### src/rtl/avl_burst_writer_if.sv
// Avalon-style burst write bus between a burst initiator and an SDRAM
// controller slave port.
//   master: drives address, byte enables, write/read strobes, write data,
//           begin-burst flag, burst count and response-ready; samples wait_request.
//   slave : the mirror image.
interface avl_burst_writer_if;
    logic [31:0] avl_address;
    logic [3:0]  avl_byte_en;
    logic        avl_write;
    logic        avl_read;
    logic [31:0] avl_write_data;
    logic        avl_begin_burst_transfer;
    logic [7:0]  avl_burst_count;
    logic        avl_wait_request;
    logic        avl_resp_ready;

    modport master (
        output avl_address,
        output avl_byte_en,
        output avl_write,
        output avl_read,
        output avl_write_data,
        output avl_begin_burst_transfer,
        output avl_burst_count,
        output avl_resp_ready,
        input  avl_wait_request
    );

    modport slave (
        input  avl_address,
        input  avl_byte_en,
        input  avl_write,
        input  avl_read,
        input  avl_write_data,
        input  avl_begin_burst_transfer,
        input  avl_burst_count,
        input  avl_resp_ready,
        output avl_wait_request
    );
endinterface

### src/rtl/avl_burst_writer.sv
// Burst write initiator: moves a 32-bit word stream into memory as a series
// of Avalon bursts of at most BURST_MAX beats at consecutive byte addresses,
// then pulses done.
//   clk, rest      : clock, synchronous active-high reset
//   cfg_start      : one-cycle start strobe (dropped while a transfer runs)
//   cfg_base_addr  : byte start address (low two bits ignored)
//   cfg_words      : number of words to move
//   busy, done     : transfer in progress / one-cycle completion pulse
//   s_data/s_valid/s_ready : producer stream
//   avl            : Avalon burst master port
module avl_burst_writer #(
    parameter int unsigned BURST_MAX = 64,
    parameter int unsigned LEN_W     = 24
) (
    input  logic                  clk,
    input  logic                  rest,
    input  logic                  cfg_start,
    input  logic [31:0]           cfg_base_addr,
    input  logic [LEN_W-1:0]      cfg_words,
    output logic                  busy,
    output logic                  done,
    input  logic [31:0]           s_data,
    input  logic                  s_valid,
    output logic                  s_ready,
    avl_burst_writer_if.master    avl
);

    localparam int unsigned CNT_W  = 8;
    localparam int unsigned WADR_W = 30;

    typedef enum logic [1:0] {
        IDLE  = 2'd0,
        ARM   = 2'd1,
        BURST = 2'd2,
        DONE  = 2'd3
    } state_t;

    state_t              state;
    logic [WADR_W-1:0]   addr_word;   // next burst start, in 32-bit words
    logic [LEN_W-1:0]    remaining;
    logic [CNT_W-1:0]    beat;
    logic                first;

    logic                in_burst;
    logic                accept;
    logic                last_beat;
    logic [CNT_W-1:0]    burst_len;
    logic                unused_addr_lsb;

    // Byte-lane bits of the base address carry no information.
    assign unused_addr_lsb = ^cfg_base_addr[1:0];

    // Length of the next burst: whatever is left, capped at BURST_MAX.
    assign burst_len = (remaining > LEN_W'(BURST_MAX)) ? CNT_W'(BURST_MAX)
                                                       : CNT_W'(remaining);

    // Stream and bus strobes follow the state directly so a beat can move
    // every cycle; address and count come from registers.
    assign in_burst  = (state == BURST);
    assign accept    = in_burst & s_valid & ~avl.avl_wait_request;
    assign last_beat = (beat == (avl.avl_burst_count - CNT_W'(1)));

    assign avl.avl_write                = in_burst & s_valid;
    assign avl.avl_begin_burst_transfer = in_burst & first & s_valid;
    assign avl.avl_byte_en              = (in_burst & s_valid) ? 4'hF : 4'h0;
    assign avl.avl_write_data           = s_data;
    assign avl.avl_read                 = 1'b0;
    assign avl.avl_resp_ready           = 1'b0;
    assign s_ready                      = in_burst & ~avl.avl_wait_request;

    // Transfer sequencer.
    always_ff @(posedge clk) begin
        if (rest) begin
            state               <= IDLE;
            addr_word           <= '0;
            remaining           <= '0;
            beat                <= '0;
            first               <= 1'b0;
            avl.avl_address     <= '0;
            avl.avl_burst_count <= '0;
            busy                <= 1'b0;
            done                <= 1'b0;
        end else begin
            done <= 1'b0;
            case (state)
                IDLE: begin
                    if (cfg_start) begin
                        addr_word <= cfg_base_addr[31:2];
                        remaining <= cfg_words;
                        busy      <= 1'b1;
                        if (cfg_words == '0) begin
                            state <= DONE;
                            done  <= 1'b1;
                        end else begin
                            state <= ARM;
                        end
                    end
                end
                ARM: begin
                    avl.avl_address     <= {addr_word, 2'b00};
                    avl.avl_burst_count <= burst_len;
                    beat                <= '0;
                    first               <= 1'b1;
                    state               <= BURST;
                end
                BURST: begin
                    if (accept) begin
                        beat      <= beat + CNT_W'(1);
                        remaining <= remaining - LEN_W'(1);
                        first     <= 1'b0;
                        if (last_beat) begin
                            addr_word <= addr_word + WADR_W'(avl.avl_burst_count);
                            // remaining still holds the pre-decrement value here
                            if (remaining == LEN_W'(1)) begin
                                state <= DONE;
                                done  <= 1'b1;
                            end else begin
                                state <= ARM;
                            end
                        end
                    end
                end
                DONE: begin
                    busy  <= 1'b0;
                    state <= IDLE;
                end
                default: state <= IDLE;
            endcase
        end
    end

endmodule

### src/flat_wrapper.sv
// flat-port wrapper written by rule: the top's interface ports become plain ports
module avl_burst_writer_flat 
#(
    parameter int unsigned BURST_MAX = 64,
    parameter int unsigned LEN_W     = 24
)
  (clk, rest, cfg_start, cfg_base_addr, cfg_words, busy, done, s_data, s_valid, s_ready, avl_avl_address, avl_avl_byte_en, avl_avl_write, avl_avl_read, avl_avl_write_data, avl_avl_begin_burst_transfer, avl_avl_burst_count, avl_avl_resp_ready, avl_avl_wait_request);
  avl_burst_writer_if avl_i ();
  input  logic clk;
  input  logic rest;
  input  logic cfg_start;
  input  logic [31:0] cfg_base_addr;
  input  logic [LEN_W-1:0] cfg_words;
  output logic busy;
  output logic done;
  input  logic [31:0] s_data;
  input  logic s_valid;
  output logic s_ready;
  output wire logic [$bits(avl_i.avl_address)-1:0] avl_avl_address;
  output wire logic [$bits(avl_i.avl_byte_en)-1:0] avl_avl_byte_en;
  output wire logic [$bits(avl_i.avl_write)-1:0] avl_avl_write;
  output wire logic [$bits(avl_i.avl_read)-1:0] avl_avl_read;
  output wire logic [$bits(avl_i.avl_write_data)-1:0] avl_avl_write_data;
  output wire logic [$bits(avl_i.avl_begin_burst_transfer)-1:0] avl_avl_begin_burst_transfer;
  output wire logic [$bits(avl_i.avl_burst_count)-1:0] avl_avl_burst_count;
  output wire logic [$bits(avl_i.avl_resp_ready)-1:0] avl_avl_resp_ready;
  input wire logic [$bits(avl_i.avl_wait_request)-1:0] avl_avl_wait_request;
  assign avl_avl_address = avl_i.avl_address;
  assign avl_avl_byte_en = avl_i.avl_byte_en;
  assign avl_avl_write = avl_i.avl_write;
  assign avl_avl_read = avl_i.avl_read;
  assign avl_avl_write_data = avl_i.avl_write_data;
  assign avl_avl_begin_burst_transfer = avl_i.avl_begin_burst_transfer;
  assign avl_avl_burst_count = avl_i.avl_burst_count;
  assign avl_avl_resp_ready = avl_i.avl_resp_ready;
  assign avl_i.avl_wait_request = avl_avl_wait_request;
  avl_burst_writer #(.BURST_MAX(BURST_MAX), .LEN_W(LEN_W)) u_core (.clk(clk), .rest(rest), .cfg_start(cfg_start), .cfg_base_addr(cfg_base_addr), .cfg_words(cfg_words), .busy(busy), .done(done), .s_data(s_data), .s_valid(s_valid), .s_ready(s_ready), .avl(avl_i));
endmodule
### config.mk
export PLATFORM = sky130hd
export DESIGN_NAME = avl_burst_writer_flat
export DESIGN_NICKNAME = d
export VERILOG_FILES = /design/src/rtl/avl_burst_writer_if.sv /design/src/rtl/avl_burst_writer.sv /design/src/flat_wrapper.sv
export SDC_FILE = /design/constraint.sdc
export NUM_CORES = 1
export LEC_CHECK = 0
export CAP_MARGIN = 0
export CORE_AREA = 4 4 121 123
export CTS_CLUSTER_DIAMETER = 120
export DETAILED_ROUTE_END_ITERATION = 8
export DIE_AREA = 0 0 125 127
export PLACE_DENSITY = 0.73
export SYNTH_ARGS = -nofsm -noshare
export SYNTH_HDL_FRONTEND = slang
export SYNTH_SLANG_ARGS = --single-unit
### constraint.sdc
create_clock -name clk -period 3 [get_ports clk]
set_input_delay 0.6 -clock clk [delete_from_list [all_inputs] [get_ports clk]]
set_output_delay 0.6 -clock clk [all_outputs]
set_load 0.02 [all_outputs]
; Yosys cells after proc, flatten, opt, wreduce, memory -nomap -nowiden
; Cells that the tools add are included.
[word_totals]
reg_bits = 105
in_bits = 93
[op_classes]
bitwise_logic = 6
n_reduce_logical = 10
eq_ne = 8
mux = 27
n_lt_le_gt_ge = 1
add_sub_neg = 4
[ops]
columns = op, count
row1 = 30-bit 2-to-1 mux, 3
row2 = 30-bit case mux with 2 select lines, 1
row3 = 24-bit 2-to-1 mux, 2
row4 = 24-bit case mux with 2 select lines, 1
row5 = 30-bit by 8-bit adder with 30-bit output, 1
row6 = 24-bit by 1-bit == test with 1-bit output (second input constant), 1
row7 = 24-bit by 7-bit > comparator with 1-bit output (second input constant), 1
row8 = 24-bit zero test, 1
row9 = 24-bit by 1-bit subtractor with 24-bit output (second input constant), 1
row10 = 8-bit 2-to-1 mux, 2
row11 = 8-bit case mux with 2 select lines, 1
row12 = 2-bit 2-to-1 mux, 5
row13 = 8-bit by 1-bit adder with 8-bit output (second input constant), 1
row14 = 8-bit == test, 1
row15 = 2-bit case mux with 4 select lines, 1
row16 = 8-bit by 1-bit subtractor with 8-bit output (second input constant), 1
row17 = 1-bit 2-to-1 mux, 7
row18 = 2-bit != test (second input constant), 3
row19 = 1-bit case mux with 2 select lines, 3
row20 = 3-bit AND reduction, 2
row21 = 2-bit nonzero test, 3
row22 = 1-bit bitwise AND, 5
row23 = 2-bit == test (second input constant), 2
row24 = 4-bit 2-to-1 mux, 1
row25 = 5 further kinds, 6

; Depth between registers and ports, before layout
; Gate-level depths: netlist of run 1.
[depth]
word_depth = 5
ltp_mapped = 10
ltp_nobuf = 10

; Worst setup path after synthesis of run 1
; No wires, ideal clock.
[synth_path]
path_kind = register to register
start = register u_core.avl.avl_burst_count[0]
end = register u_core.addr_word[28]
synth_period_minus_slack_ns = 2.591
path_stages_with_launch = 11
required_time_ns = 2.868
arrival_time_ns = 2.459
setup_slack_ns = 0.409
cell_sequence = dfxtp_1 > ha_1 > inv_1 > fa_1 > nand2b_1 > a211oi_1 > nor2_1 > nor4_1 > xor2_1 > a221oi_1 > nor3_1
[synth_between]
elab_chain_len = 4
elab_cells_between_ends = 8
[synth_lines]
columns = element, line_no
row1 = from (decl), avl_burst_writer_if.sv:24  ; output avl_burst_count,
row2 = from (signal assigned), avl_burst_writer.sv:101  ; avl.avl_burst_count <= burst_len;
row3 = 30-bit by 8-bit adder with 30-bit output or 8-bit by 1-bit subtractor with 8-bit output (tied branches), "avl_burst_writer.sv:112, avl_burst_writer.sv:61"
row4 = 30-bit 2-to-1 mux or 8-bit == test (tied branches), "avl_burst_writer.sv:111, avl_burst_writer.sv:61"
row5 = 30-bit 2-to-1 mux or 2-bit != test (tied branches), -
row6 = 30-bit case mux with 2 select lines or 4-bit AND reduction (tied branches), -
row7 = to (signal assigned), avl_burst_writer.sv:88  ; addr_word <= cfg_base_addr[31:2];
row8 = to (signal assigned), avl_burst_writer.sv:112  ; addr_word <= addr_word + WADR_W'(avl.avl_burst_count);
row9 = to (decl), avl_burst_writer.sv:39  ; logic [WADR_W-1:0] addr_word;
; Parallel ways exist; a longest one is shown, timed or not. The select of a mux whose other input is x is not followed.
; A chain may end at the register's enable or synchronous reset.

; Worst setup path after layout of run 1
[layout_path]
start = register u_core.avl.avl_burst_count[0]
end = register u_core.addr_word[22]
; The elaborated chain is that of the path after synthesis.

==> results of run 1 <==
power by group:
part | internal [mW] | leakage [nW] | switching [mW]
logic | 0.301 | 1.59 | 0.395
clock network | 0.667 | 0.142 | 0.527
registers | 1.48 | 0.859 | 0.101
registers in the layout, summed over array words and instances (netlist names):
name                        count
u_core.addr_word               30
u_core.avl.avl_address         30
u_core.avl.avl_burst_count      8
u_core.beat                     8
u_core.busy                     1
u_core.done                     1
u_core.first                    1
u_core.remaining               24
u_core.state                    2
routing by layer:
metal	track usage	part of all wire
met1	0.2756	0.45
met2	0.3312	0.46
met3	0.05142	0.067
met4	0.06760	0.020
met5	0	0
final timing paths:
path,slack (ns),to,from,cells past startpoint
setup / recovery,0.27,u_core.addr_word[22]$_SDFFE_PP0P_,u_core.avl.avl_burst_count[0]$_SDFFE_PP0P_,10
hold / removal,0.45,u_core.avl.avl_address[2]$_SDFFE_PP0P_,u_core.avl.avl_address[2]$_SDFFE_PP0P_,2
setup reg to reg,0.27,u_core.addr_word[22]$_SDFFE_PP0P_,u_core.avl.avl_burst_count[0]$_SDFFE_PP0P_,10
hold reg to reg,0.45,u_core.avl.avl_address[2]$_SDFFE_PP0P_,u_core.avl.avl_address[2]$_SDFFE_PP0P_,2
worst max-delay path, stage by stage (launching register included):
cell      delay [ns]
dfxtp_2         0.44
ha_1            0.21
inv_1           0.06
fa_1            0.40
nand2b_1        0.19
a211oi_1        0.32
nor2_1          0.17
nor3_1          0.26
nand4_1         0.17
or2_2           0.30
a31oi_1         0.15
cells by family after synthesis:
family	after synthesis	synth area share
flops	105	0.3516
mux	1	0.001883
buf+inv	96	0.08727
fa+ha+maj	13	0.02846
xor+xnor	21	0.03076
simple gates	336	0.2616
other cells	1	0.0006273
compound gates	226	0.2378
cells in the final DEF, fill, tap and decap left out, types with 3 or more instances in the layout:
master / count
or4_4: 3
a21o_1: 7
nand2b_1: 3
ha_1: 12
and2_1: 3
nor2_1: 77
nor2b_1: 8
and3_1: 5
a22oi_1: 12
xnor2_1: 11
xor2_1: 10
nand3_1: 20
a31oi_1: 9
a21oi_1: 81
o21ai_0: 46
or3_1: 6
a22o_1: 5
o32ai_1: 4
nand4_1: 15
clkbuf_16: 9
and4_1: 3
conb_1: 4
nor3_1: 29
a211oi_1: 18
nor4_1: 15
a311oi_1: 6
clkdlybuf4s50_1: 104
buf_4: 26
dfxtp_1: 104
o31ai_1: 7
or2_2: 3
o22ai_1: 6
inv_1: 10
nand2_1: 131
o21a_1: 6
stage by stage:
| step | hold WS [ns] | instance area, sq um | instances | setup WS (ns) |
|---|---|---|---|---|
| floorplan | 0.4416 | 5989 | 802 | 0.4094 |
| global placement | 0.4427 | 6992 | 1028 | 0.08434 |
| detailed placement | 0.4462 | 6992 | 1028 | 0.06236 |
| CTS | 0.4549 | 7289 | 1044 | 0.1201 |
| global route | 0.4741 | 7297 | 1044 | 0.03076 |
| finish | 0.4519 | 7297 | 1044 | 0.2700 |
area by class of cell:
class | instances | share of cell area
Multi-Input combinational cell | 601 | 0.4643
Sequential cell | 105 | 0.2882
Timing Repair Buffer | 131 | 0.1701
Clock buffer | 11 | 0.03326
Tap cell | 180 | 0.03086
Clock inverter | 5 | 0.007545
Inverter | 11 | 0.005658
==> metrics.cfg, run 1 <==
[outcome]
outcome = completed

[cells_and_area]
seqCellArea_sq_mm = 0.002103
multiInputGateArea_sq_mm = 0.003388
area_delta_synth_final_pct = 22.06
final_util = 0.5340
nFillCells = 1386
layout-drive-gt1-share = 0.06944
nets = 965
antenna_cells = 0

[power_and_ir_drop]
irDropWorstVdd_mv = 0.2723
pwr_density_cell_mw_per_mm2 = 475.9
finalPower_mw = 3.473
power.leakage_nw = 2.594

[run]
max_cap_viol_count = 0

[global_routing]
grt_pass1_vias = 5544
grt_pass1_wl_microns = 27360
overflow = 0
gr-usage-all-layers = 0.2068
antenna_found_initial = 0
grt_start_max_net_pins = 59

[clocking]
cts_hold_buf = 0
clock-sinks = 105
path_clk_slew_ns = 0.07
root_buffer = clkbuf_16
clockBufferDepth = 2
worstSkewPairLatency_ns = 0.36
cts-htree-levels = 3
cts_buffers = 9
cts_tree = done
post_cts_buffers = 0
post_cts_resized = 0

[route]
vias = 5976
routed_wl_microns = 16920
postRouteAntennaNets = 0
drt-initial-drc-count = 524
vias_per_cell = 5.724
drt_pass1_iterations = 5
remaining_drc_errors = 0
wl_per_cell_microns = 16.21

[synthesis]
synth_most_common_cell = nand2_1
syn_avg_cell_area_sq_um = 7.482
yosysWarnings = 0
syn-cell-area_sq_mm = 0.005978
yosys.area.top_type = dfxtp_1
synthFlopType = dfxtp_1
synth_seq_cells = 105
ys_top_cells_by_area = dfxtp_1 35%, nand2_1 8.2%, a21oi_1 6.9%, buf_4 5.1%, nor2_1 4.8%
yosysSeqAreaShare = 0.3516
synthesis.instances = 799
synth_top_area_share = 0.3516
synth_common_cells = 131 x nand2_1, 105 x dfxtp_1, 82 x a21oi_1, 77 x nor2_1, 46 x o21ai_0
synth-async-reset-ratio = 0
synth_edf_count = 0
synth_cell_types = 62

[critical_path]
critPathArrivalTime_ns = 3.02
required_ns = 3.29
critical_path_class = reg -> reg
start_kind = flip-flop
end_kind = flip-flop
cp_max_fo = 7

[timing]
finalSetupTns_ns = 0
rsz0062_at_grt = no
skew_ns = 0.01249
maxSlewHeadroom = 0.5401
drv_slew = 0
period_needed_ns = 2.730
max_freq_ghz = 0.3663
hold_viol_final = 0
setup_viol = 0
max_slew.worst_pin.slew_ns = 0.6868
final.period_utilization = 0.9100

[hold_path]
hp-class = reg -> reg

[die]
io_pins = 176
fp-row-count = 43
dieArea_sq_mm = 0.01588
core_sq_mm = 0.01367
initial_core_util = 0.4375
die-width_microns = 125
dieHeight_microns = 127

[place]
hpwlAfterDp_microns = 11930
io_buffers = 105
gp_congestion = 0.8722

No activity file was read; power rests on OpenSTA's default activity.
==> run 2: changes to the inputs <==
--- a/config.mk
+++ b/config.mk
@@ -11,6 +11,7 @@
 export DETAILED_ROUTE_END_ITERATION = 8
 export DIE_AREA = 0 0 125 127
 export PLACE_DENSITY = 0.73
+export REMOVE_ABC_BUFFERS = 1
 export SYNTH_ARGS = -nofsm -noshare
 export SYNTH_HDL_FRONTEND = slang
 export SYNTH_SLANG_ARGS = --single-unit
==> run 2 against run 1 <==
Net effect:
- power down 0.41%
- via count up 0.97%
- combinational power up 0.7%
- critical endpoint is now u_core.addr_word[28]$_SDFFE_PP0P_
- highest routed layer is now met5
==> metrics.cfg, run 2 (synthesis results as in run 1) <==
[timing]
hold_viol_final = 0
final.period_utilization = 0.9024
period_needed_ns = 2.707
rsz0062_at_grt = no
maxSlewHeadroom = 0.5724
whs_ns = 0.4529
skew_ns = 0.01144
setup_ws_ns = 0.2929
drv_slew = 0
max_freq_ghz = 0.3694
setup_viol = 0
max_slew.worst_pin.slew_ns = 0.6365

[route]
routed_wl_microns = 17940
wl_per_cell_microns = 17.17
vias_per_cell = 5.774
drt-initial-drc-count = 443
vias = 6034
drt_pass1_iterations = 5
postRouteAntennaNets = 0
remaining_drc_errors = 0

[cells_and_area]
fin_cells = 1045
final_cell_mix = 131 x nand2_1, 104 x clkdlybuf4s50_1, 104 x dfxtp_1
layout-drive-gt1-share = 0.06936
nFillCells = 1351
area_delta_synth_final_pct = 22.25
antenna_cells = 0
final_common_cell = nand2_1
reg_top3 = u_core.addr_word: 30 flops, u_core.avl.avl_address: 30 flops, u_core.remaining: 24 flops
nets = 966

[die]
core_sq_mm = 0.01367
fp-row-count = 43
dieArea_sq_mm = 0.01588
initial_core_util = 0.4375
io_pins = 176
die-width_microns = 125
dieHeight_microns = 127

[critical_path]
critical_path_class = reg -> reg
cp_slowest_cell = dfxtp_2
cpPeakStageDelay_ns = 0.44
critPathArrivalTime_ns = 2.94
required_ns = 3.23
cp_max_fo = 7
start_kind = flip-flop
crit_chain = ha_1, inv_1, fa_1, nand2b_1, a211oi_1, nor2_1, nor4_1, xor2_1, a221oi_1, nor3_1
end_kind = flip-flop

[clocking]
cts-htree-levels = 3
clock-sinks = 105
cts_buffers = 9
cts_tree = done
clockBufferDepth = 2
root_buffer = clkbuf_16
worstSkewPairLatency_ns = 0.36
post_cts_buffers = 0
path_clk_slew_ns = 0.07

[place]
placed_cells = 1029
io_buffers = 105
hpwlAfterDp_microns = 13010
dp_slack_ns = 0.02303
gp_congestion = 0.8636

[hold_path]
hp-class = reg -> reg

[power_and_ir_drop]
power.leakage_nw = 2.602
irDropWorstVdd_mv = 0.2788
finalPower_mw = 3.459
pwr_density_cell_mw_per_mm2 = 473.2

[global_routing]
grt_pass1_vias = 5431
antenna_found_initial = 0
grt_pass1_wl_microns = 28460
grt_start_max_net_pins = 59
gr-usage-all-layers = 0.2192
overflow = 0

[outcome]
outcome = completed

[run]
max_cap_viol_count = 0

## run 2: cell types whose count changed in the layout (fill, tap and decap cells not counted), sizes merged
cell,previous run,this run
clkinvlp,2,1
buf,27,28
clkinv,3,4
## run 2: where the power goes
part           leakage (nW)  internal [mW]  switching (mW)
sequential            0.859           1.48           0.103
clock                 0.139          0.647           0.526
combinational          1.60          0.304           0.397
total                  2.60           2.43            1.03
## run 2: per-stage QoR
step	util	cell area (sq um)	setup TNS, ns
2_1_floorplan	-	5509	-89.71
3_3_place_gp	0.5131	7012	0
3_5_place_dp	0.5131	7012	0
4_1_cts	0.5342	7301	0
5_1_grt	0.5348	7308	0
6_report	0.5348	7308	0
## run 2: final timing paths
path,from,endpoint,slack (ns),cells past startpoint
max reg2reg,u_core.avl.avl_burst_count[0]$_SDFFE_PP0P_,u_core.addr_word[28]$_SDFFE_PP0P_,0.29,10
min,u_core.avl.avl_address[16]$_SDFFE_PP0P_,u_core.avl.avl_address[16]$_SDFFE_PP0P_,0.45,2
max,u_core.avl.avl_burst_count[0]$_SDFFE_PP0P_,u_core.addr_word[28]$_SDFFE_PP0P_,0.29,10
min reg2reg,u_core.avl.avl_address[16]$_SDFFE_PP0P_,u_core.avl.avl_address[16]$_SDFFE_PP0P_,0.45,2
## run 2: worst max-delay path: cells and delay by family, from the launching register on
family | cells | cell delay [ns]
buffers and inverters | 1 | 0.06
AOI/OAI and AO/OA | 2 | 0.56
and+or+nand+nor | 4 | 0.80
DFF | 1 | 0.44
adders and majority gates | 2 | 0.61
xor gates and xnor gates | 1 | 0.12
## run 2: layer usage
| layer | part of all wire | wire length (microns) | up-vias | global-route usage |
|---|---|---|---|---|
| met2 | 0.44 | 7870 | 250 | 0.3287 |
| met1 | 0.45 | 8153 | 2820 | 0.2997 |
| met4 | 0.018 | 322 | 2 | 0.07972 |
| li1 | - | - | 2941 | - |
| met3 | 0.087 | 1555 | 21 | 0.06355 |
| met5 | 0.0022 | 39 | - | 0.01858 |
## run 2: repair_timing
item,4_1_cts,5_1_grt
hold buffers,0,0
endpoints found under the setup margin,0,6
endpoints found under the hold margin,0,0
resized for setup,0,2
## run 2: layout make-up
cell class / instances / area (sq um) / area share
multi-input combinational: 601 / 3388 / 0.4636
inverter: 11 / 41.29 / 0.005650
timing repair buffer: 132 / 1261 / 0.1726
clock inverter: 5 / 56.30 / 0.007704
clock buffer: 11 / 232.7 / 0.03184
sequential: 105 / 2103 / 0.2878
tap: 180 / 225.2 / 0.03082
